`src/rtl/iq_noise_source.sv`:
```
// iq_noise_source: two independent xorshift32 generators produce a pseudo-random
// complex noise stream. Each component is the sum of the four signed bytes of
// its generator state (roughly Gaussian), scaled by a left shift and saturated
// to WIDTH bits. Pipeline: state step -> byte sum -> gain/saturate, so valid_out
// pulses two cycles after an accepted strobe, at up to one sample per cycle.
module iq_noise_source #(
  parameter int          WIDTH   = 12,
  parameter logic [31:0] SEED_RE = 32'h0000_0001,
  parameter logic [31:0] SEED_IM = 32'h2545_F491
) (
  input  logic             clk,
  input  logic             rst_n,
  input  logic             enable,
  input  logic             sample_strobe,
  input  logic [2:0]       shift,
  input  logic             seed_load,
  input  logic [31:0]      seed,
  output logic [WIDTH-1:0] re_out,
  output logic [WIDTH-1:0] im_out,
  output logic             valid_out,
  output logic [31:0]      sample_count
);

  // Mixing constant so the im generator diverges from re after a reseed.
  localparam logic [31:0] SEED_MIX = 32'h9E37_79B9;

  // Saturation limits expressed in the 17-bit gain domain
  // (10-bit sum shifted left by at most 7).
  localparam logic signed [16:0] SAT_MAX = 17'((2 ** (WIDTH - 1)) - 1);
  localparam logic signed [16:0] SAT_MIN = 17'(-(2 ** (WIDTH - 1)));

  // One xorshift32 step; bits shifted out of the 32-bit word are discarded.
  function automatic logic [31:0] xs_step(input logic [31:0] x);
    logic [31:0] t;
    t = x ^ (x << 13);
    t = t ^ (t >> 17);
    t = t ^ (t << 5);
    return t;
  endfunction

  // Sum of the four bytes taken as signed values; range [-512, 508].
  function automatic logic signed [9:0] byte_sum(input logic [31:0] x);
    logic signed [9:0] acc;
    acc = '0;
    for (int i = 0; i < 4; i++) begin
      acc = acc + $signed({{2{x[8*i+7]}}, x[8*i +: 8]});
    end
    return acc;
  endfunction

  // Arithmetic left shift in 17 bits, then clamp to the WIDTH-bit signed range.
  function automatic logic [WIDTH-1:0] gain_sat(input logic signed [9:0] s,
                                                input logic [2:0]        sh);
    logic signed [16:0] v;
    v = $signed({{7{s[9]}}, s}) <<< sh;
    if (v > SAT_MAX)      return SAT_MAX[WIDTH-1:0];
    else if (v < SAT_MIN) return SAT_MIN[WIDTH-1:0];
    else                  return v[WIDTH-1:0];
  endfunction

  logic [31:0]       state_re_q, state_re_d;
  logic [31:0]       state_im_q, state_im_d;
  logic              s0_valid_q, s0_valid_d;
  logic [2:0]        s0_shift_q, s0_shift_d;
  logic              s1_valid_q, s1_valid_d;
  logic [2:0]        s1_shift_q, s1_shift_d;
  logic signed [9:0] s1_sum_re_q, s1_sum_re_d;
  logic signed [9:0] s1_sum_im_q, s1_sum_im_d;
  logic [WIDTH-1:0]  re_out_q, re_out_d;
  logic [WIDTH-1:0]  im_out_q, im_out_d;
  logic              valid_q, valid_d;
  logic [31:0]       count_q, count_d;

  logic              accept;
  logic [31:0]       mix_im;

  // Next-state logic for generators and all three pipeline stages.
  always_comb begin
    // NOTE: every _d gets a default first so no path leaves it unassigned
    // (which would infer a latch); blocking '=' is correct in combinational code.
    state_re_d  = state_re_q;
    state_im_d  = state_im_q;
    s0_valid_d  = 1'b0;
    s0_shift_d  = s0_shift_q;
    s1_valid_d  = s0_valid_q;
    s1_shift_d  = s1_shift_q;
    s1_sum_re_d = s1_sum_re_q;
    s1_sum_im_d = s1_sum_im_q;
    re_out_d    = re_out_q;
    im_out_d    = im_out_q;
    valid_d     = s1_valid_q;
    count_d     = count_q;

    // A reseed takes priority: a strobe in the same cycle is dropped.
    accept = sample_strobe & enable & ~seed_load;
    mix_im = seed ^ SEED_MIX;

    // Stage 0: reseed, or advance both generators and capture the gain.
    if (seed_load) begin
      state_re_d = (seed   == 32'd0) ? SEED_RE : seed;
      state_im_d = (mix_im == 32'd0) ? SEED_IM : mix_im;
    end else if (accept) begin
      state_re_d = xs_step(state_re_q);
      state_im_d = xs_step(state_im_q);
      s0_valid_d = 1'b1;
      s0_shift_d = shift;
    end

    // Stage 1: byte sums of the states written by the previous stage-0 step.
    // A reseed landing on this same edge does not disturb them.
    if (s0_valid_q) begin
      s1_sum_re_d = byte_sum(state_re_q);
      s1_sum_im_d = byte_sum(state_im_q);
      s1_shift_d  = s0_shift_q;
    end

    // Stage 2: gain, saturate and publish; outputs hold between samples.
    if (s1_valid_q) begin
      re_out_d = gain_sat(s1_sum_re_q, s1_shift_q);
      im_out_d = gain_sat(s1_sum_im_q, s1_shift_q);
      count_d  = count_q + 32'd1;
    end
  end

  // State register for generators, pipeline and outputs.
  always_ff @(posedge clk or negedge rst_n) begin
    // NOTE: sequential state uses non-blocking '<=' so every flop samples
    // pre-edge values; the pipeline is small, so its data is reset as well.
    if (!rst_n) begin
      state_re_q  <= SEED_RE;
      state_im_q  <= SEED_IM;
      s0_valid_q  <= 1'b0;
      s0_shift_q  <= '0;
      s1_valid_q  <= 1'b0;
      s1_shift_q  <= '0;
      s1_sum_re_q <= '0;
      s1_sum_im_q <= '0;
      re_out_q    <= '0;
      im_out_q    <= '0;
      valid_q     <= 1'b0;
      count_q     <= '0;
    end else begin
      state_re_q  <= state_re_d;
      state_im_q  <= state_im_d;
      s0_valid_q  <= s0_valid_d;
      s0_shift_q  <= s0_shift_d;
      s1_valid_q  <= s1_valid_d;
      s1_shift_q  <= s1_shift_d;
      s1_sum_re_q <= s1_sum_re_d;
      s1_sum_im_q <= s1_sum_im_d;
      re_out_q    <= re_out_d;
      im_out_q    <= im_out_d;
      valid_q     <= valid_d;
      count_q     <= count_d;
    end
  end

  assign re_out       = re_out_q;
  assign im_out       = im_out_q;
  assign valid_out    = valid_q;
  assign sample_count = count_q;

endmodule

```
`config.mk`:
```
export PLATFORM = sky130hd
export DESIGN_NAME = iq_noise_source
export DESIGN_NICKNAME = d
export VERILOG_FILES = /design/src/rtl/iq_noise_source.sv
export SDC_FILE = /design/constraint.sdc
export NUM_CORES = 1
export LEC_CHECK = 0
export BUFFER_PORTS_ARGS = -buffer_cell sky130_fd_sc_hd__buf_2
export CORE_ASPECT_RATIO = 2
export CORE_MARGIN = 4
export CORE_UTILIZATION = 30
export DETAILED_ROUTE_END_ITERATION = 10
export PLACE_DENSITY = 0.5
export SYNTH_ARGS = -nofsm -noshare
export SYNTH_HDL_FRONTEND = slang
export SYNTH_SLANG_ARGS = --single-unit
```
`constraint.sdc`:
```
create_clock -name clk -period 3.55 [get_ports clk]
set_clock_uncertainty 0.1 [all_clocks]
set_input_delay 0.1775 -clock clk [delete_from_list [all_inputs] [get_ports clk]]
set_output_delay 0.1775 -clock clk [all_outputs]
set_load 0.02 [all_outputs]
```
# Word-level counts from Yosys, hierarchy flattened
# Index checks and enable logic that the tools add are counted.
[totals] inputBits=40 elab_cells=51 register_bits=149 out_inout_bits=57
[op_classes] magnitude_cmp=4 mux=12 n_reduce_logical=4 bitwise_logic=10 n_addsub=7 shift=2
[op_table] cell="32-bit two-way mux" n=6
[op_table] cell="32-bit XOR" n=4
[op_table] cell="32-bit logical NOT" n=2
[op_table] cell="32-bit by 15-bit XOR with 32-bit output" n=2
[op_table] cell="12-bit two-way mux" n=4
[op_table] cell="17-bit by 12-bit > comparator with 1-bit output, second input constant" n=2
[op_table] cell="17-bit by 12-bit < comparator with 1-bit output, second input constant" n=2
[op_table] cell="10-bit by 3-bit <<< shifter with 17-bit output" n=2
[op_table] cell="32-bit by 1-bit adder with 32-bit output, second input constant" n=1
[op_table] cell="10-bit by 8-bit adder with 10-bit output" n=2
[op_table] cell="9-bit by 8-bit adder with 10-bit output" n=2
[op_table] cell="20-bit inverter" n=1
[op_table] cell="8-bit by 8-bit adder with 9-bit output" n=2
[op_table] cell="1-bit AND" n=2
[op_table] cell="1-bit two-way mux" n=2
[op_table] cell="2-bit AND reduction" n=1
[op_table] cell="2-bit nonzero test" n=1
[op_table] cell="1-bit inverter" n=1

# Depth between registers and ports, before layout
[depth] ltp_word=5 ltp_mapped=11 ltp_nobuf=10

# Worst setup path after synthesis
# No wires, ideal clock.
[synth_timing] path_type="register to register" startpoint="register state_im_q[18]" endpoint="register s1_sum_im_q[9]" n_path_buf=1 required_time_ns=3.302 stages_incl_launch_ff=11 arrival_ns=3.113 period_less_slack_ns=3.361 setup_slack_ns=0.189 setup_time_ns=0.148 path_cell_list="dfstp_2 > clkbuf_1 > inv_1 > fa_1 > fa_1 > inv_1 > fa_1 > a21oi_1 > o2111ai_1 > o311ai_0 > o221ai_1"
[synth_via] elab_chain_len=2
[synth_lines] element="start: declaration" line_no="62" source="logic [31:0] state_im_q, state_im_d;"
[synth_lines] element="start signal: assignment" line_no="144" source="state_im_q <= state_im_d;"
[synth_lines] element="9-bit by 8-bit adder with 10-bit output" line_no="46" source="acc = acc + $signed({{2{x[8*i+7]}}, x[8*i +: 8]});"
[synth_lines] element="10-bit by 8-bit adder with 10-bit output" line_no="46"
[synth_lines] element="end signal: assignment" line_no="150" source="s1_sum_im_q <= s1_sum_im_d;"
[synth_lines] element="end: declaration" line_no="68" source="logic signed [9:0] s1_sum_im_q, s1_sum_im_d;"
# No other way between the ends.
# A chain may end at the register's enable or synchronous reset.

# Final worst setup path
[layout_timing] startpoint="register state_im_q[1]" endpoint="register s1_sum_im_q[9]"
[layout_via] elab_chain_len=3
[layout_lines] element="8-bit by 8-bit adder with 9-bit output" line_no="46"
[layout_lines] element="9-bit by 8-bit adder with 10-bit output" line_no="46"
[layout_lines] element="10-bit by 8-bit adder with 10-bit output" line_no="46"
# No other way between the ends.

==> results.txt <==
status: completed
register area share after synthesis: 33.5%
leakage: 6.00 nW
NumNets Final: 1249
CP Buf/Inv Count: 2
Top FF cell, synth: dfrtp_1
Final Cycle Share: 93.1%
R2R Setup Slk: 0.25 ns
post-synth top area share: 30.0%
Final Cell Area: 13000 um^2
unrepaired setup endpoints after global routing: false
crit path max fanout: 3
final setup fails: 0
Die W: 144 um
Fillers: 3762
initial antenna violation count: 0
routed wire length: 32800 um
routed via count: 8111
Root Buffer: clkbuf_16
Ant. Diodes: 0
CTS tree: done
First-pass DRT Iterations: 4
Syn Area/Cell: 10.5 um^2
Ports: 97
Final Critical Period: 3.30 ns
final worst slack: 0.246 ns
first-pass GRT wire length: 50500 um
Final Hold Fails: 0
pwr dens: 1090 nW/um^2
Cells after Synth: 1061
CP most frequent cell: fa_1
clk slew on worst S/H paths: 0.07 ns
Worst path slowest cell: fa_1
Cell variety after synth: 76
Port Buf Inserts: 96
synthesized area: 11200 um^2
Post-Syn Nets: 1154
CP top delay family: adder cells
CTS Buf Count: 17
Reg area: 3750 um^2
slowest stage delay, CP: 0.54 ns
synth cell count leaders: dfrtp_1, inv_1, xnor2_1, nor2_1, nand2_1
Die H: 281 um
max cap viols: 0
largest net degree at the start of global routing: 87
CTS max path bufs: 2
area grow syn2layout: 16.1%
# DRC: 0
vias per cell: 5.00
num rows: 99
Placer Congestion: 0.864
Worst Path Arrival: 3.51 ns
area of the multi-input gates: 6720 um^2
Post-DP Area: 12200 um^2
drt wl/cell: 20.2 um
CTS H-tree lvls: 4
Setup Crit Path Kind: reg2reg
Setup Buffers After CTS: 0
Worst-Skew Late Latency: 0.44 ns
dpl ws: 0.173 ns
Synth area leader: dfrtp_1
total gr overflow: 0
CP Capture Type: flip-flop
GR Util All Layers: 16.6%
CP Cell Sequence: inv_1 > fa_1 > inv_1 > fa_1 > ha_1 > fa_1 > a21oi_1 > o2111ai_1 > o311ai_1 > o221ai_1
HPWL after DPL: 25700 um
ranking of synthesized cells by area: dfrtp_1, xnor3_1, xnor2_1
Post-synth ARST share: 100%
Worst Hold Class: in2reg
relative slew slack: 35.9%
synthesis-stage register bit count: 149
Core Footprint: 36700 um^2
Worst Max-Slew Pin Slew: 0.957 ns
via count of the first global-routing pass: 8506
Ys Warns: 0
DIE AREA: 40600 um^2
setup_tns: 0 ns
number of synthesized flops with an enable pin: 0
Final ANT Viol Nets: 0
most frequent cell after synthesis: dfrtp_1
initial core utilization: 30.5%
Iter 0 DRT Violations: 286
Final Slew Violations: 0
f_max: 0.303 GHz
required time worst endpoint: 3.75 ns
CP startpoint kind: flip-flop
Sink Count: 149
layout cells sized above 1: 20.7%
Max IR drop VDD: 0.520 mV
-- report_power, final --
part | total (mW) | switching (mW) | internal, mW
Combinational | 9.19 | 4.57 | 4.62
Clock | 1.90 | 0.820 | 1.08
Sequential | 2.99 | 0.711 | 2.28
Total | 14.1 | 6.10 | 7.98
-- through the flow --
step | utilization, % | hold slack [ns] | power (mW) | cells
4_1_cts | 35.4 | 0.0295 | 14.3 | 1623
3_3_place_gp | 33.2 | 0.0822 | 12.2 | 1570
2_1_floorplan | - | -0.218 | 9.98 | 1061
3_5_place_dp | 33.2 | 0.0806 | 12.3 | 1570
5_1_grt | 35.4 | 0.0312 | 15.3 | 1623
6_report | 35.4 | 0.0404 | 14.1 | 1623
-- worst min-delay path, delay by kind of cell --
family / cells / cell delay (ns)
buffers and inverters: 2 / 0.22
AOI/OAI and AO/OA: 1 / 0.15
-- final timing paths --
path | from | endpoint | cells past startpoint
setup / recovery | state_im_q[1]$_DFFE_PN0P_ | s1_sum_im_q[9]$_DFFE_PN0P_ | 10
hold / removal | seed[30] | state_im_q[30]$_DFFE_PN0P_ | 3
setup reg to reg | state_im_q[1]$_DFFE_PN0P_ | s1_sum_im_q[9]$_DFFE_PN0P_ | 10
hold reg to reg | sample_count[31]$_DFFE_PN0P_ | sample_count[31]$_DFFE_PN0P_ | 1
max in group asynchronous | rst_n | state_re_q[0]$_DFFE_PN1P_ | 3
min in group asynchronous | rst_n | state_im_q[21]$_DFFE_PN0P_ | 2
-- cell usage in the layout (no fill, tap or decap), drive strengths merged, types with 34 or more instances in the layout --
cell type / n
nor2: 72
xnor3: 43
xnor2: 92
dfrtp: 134
nor3: 40
inv: 104
nand2: 51
fa: 34
buf: 126
mux2: 38
-- cell type report --
cell class | instances | share of cell area, %
clock buffers | 19 | 3.49
clock inverters | 13 | 1.14
inverters | 101 | 2.92
multi-input cells | 740 | 51.8
flip-flops and latches | 149 | 28.9
well taps | 454 | 4.38
repair buffers | 147 | 7.40
-- flip-flops by register name, summed over array words and instances (netlist names) --
signal and count:
im_out 12, re_out 12, s0_shift_q 3, s0_valid_q 1, s1_shift_q 3, s1_sum_im_q 10, s1_sum_re_q 10, s1_valid_q 1
sample_count 32, state_im_q 32, state_re_q 32, valid_out 1
-- metal layers --
| layer | GRT usage [%] | vias to the layer above | part of all wire (%) |
|---|---|---|---|
| li1 | - | 3882 | - |
| met1 | 16.6 | 4000 | 35 |
| met2 | 32.3 | 177 | 57 |
| met3 | 2.32 | 52 | 2.7 |
| met4 | 8.16 | 0 | 5.0 |
| met5 | 0 | - | 0 |
-- what timing repair did --
| item | CTS | global route |
|---|---|---|
| hold buffers | 21 | 0 |
| hold endpoints to repair | 77 | 0 |
| resized for setup | 0 | 1 |
| setup endpoints to repair | 0 | 1 |
-- kinds of logic after synthesis --
kind of cell	share of synthesized area, %
buffers and inverters	6.37
AND/OR/NAND/NOR	12.9
flip-flops	33.5
XOR/XNOR	19.7
adder cells (fa/ha/maj)	8.22
AO/OA/AOI/OAI	10.9
multiplexers	8.40
Note: power is estimated with default switching activity, not from simulation.
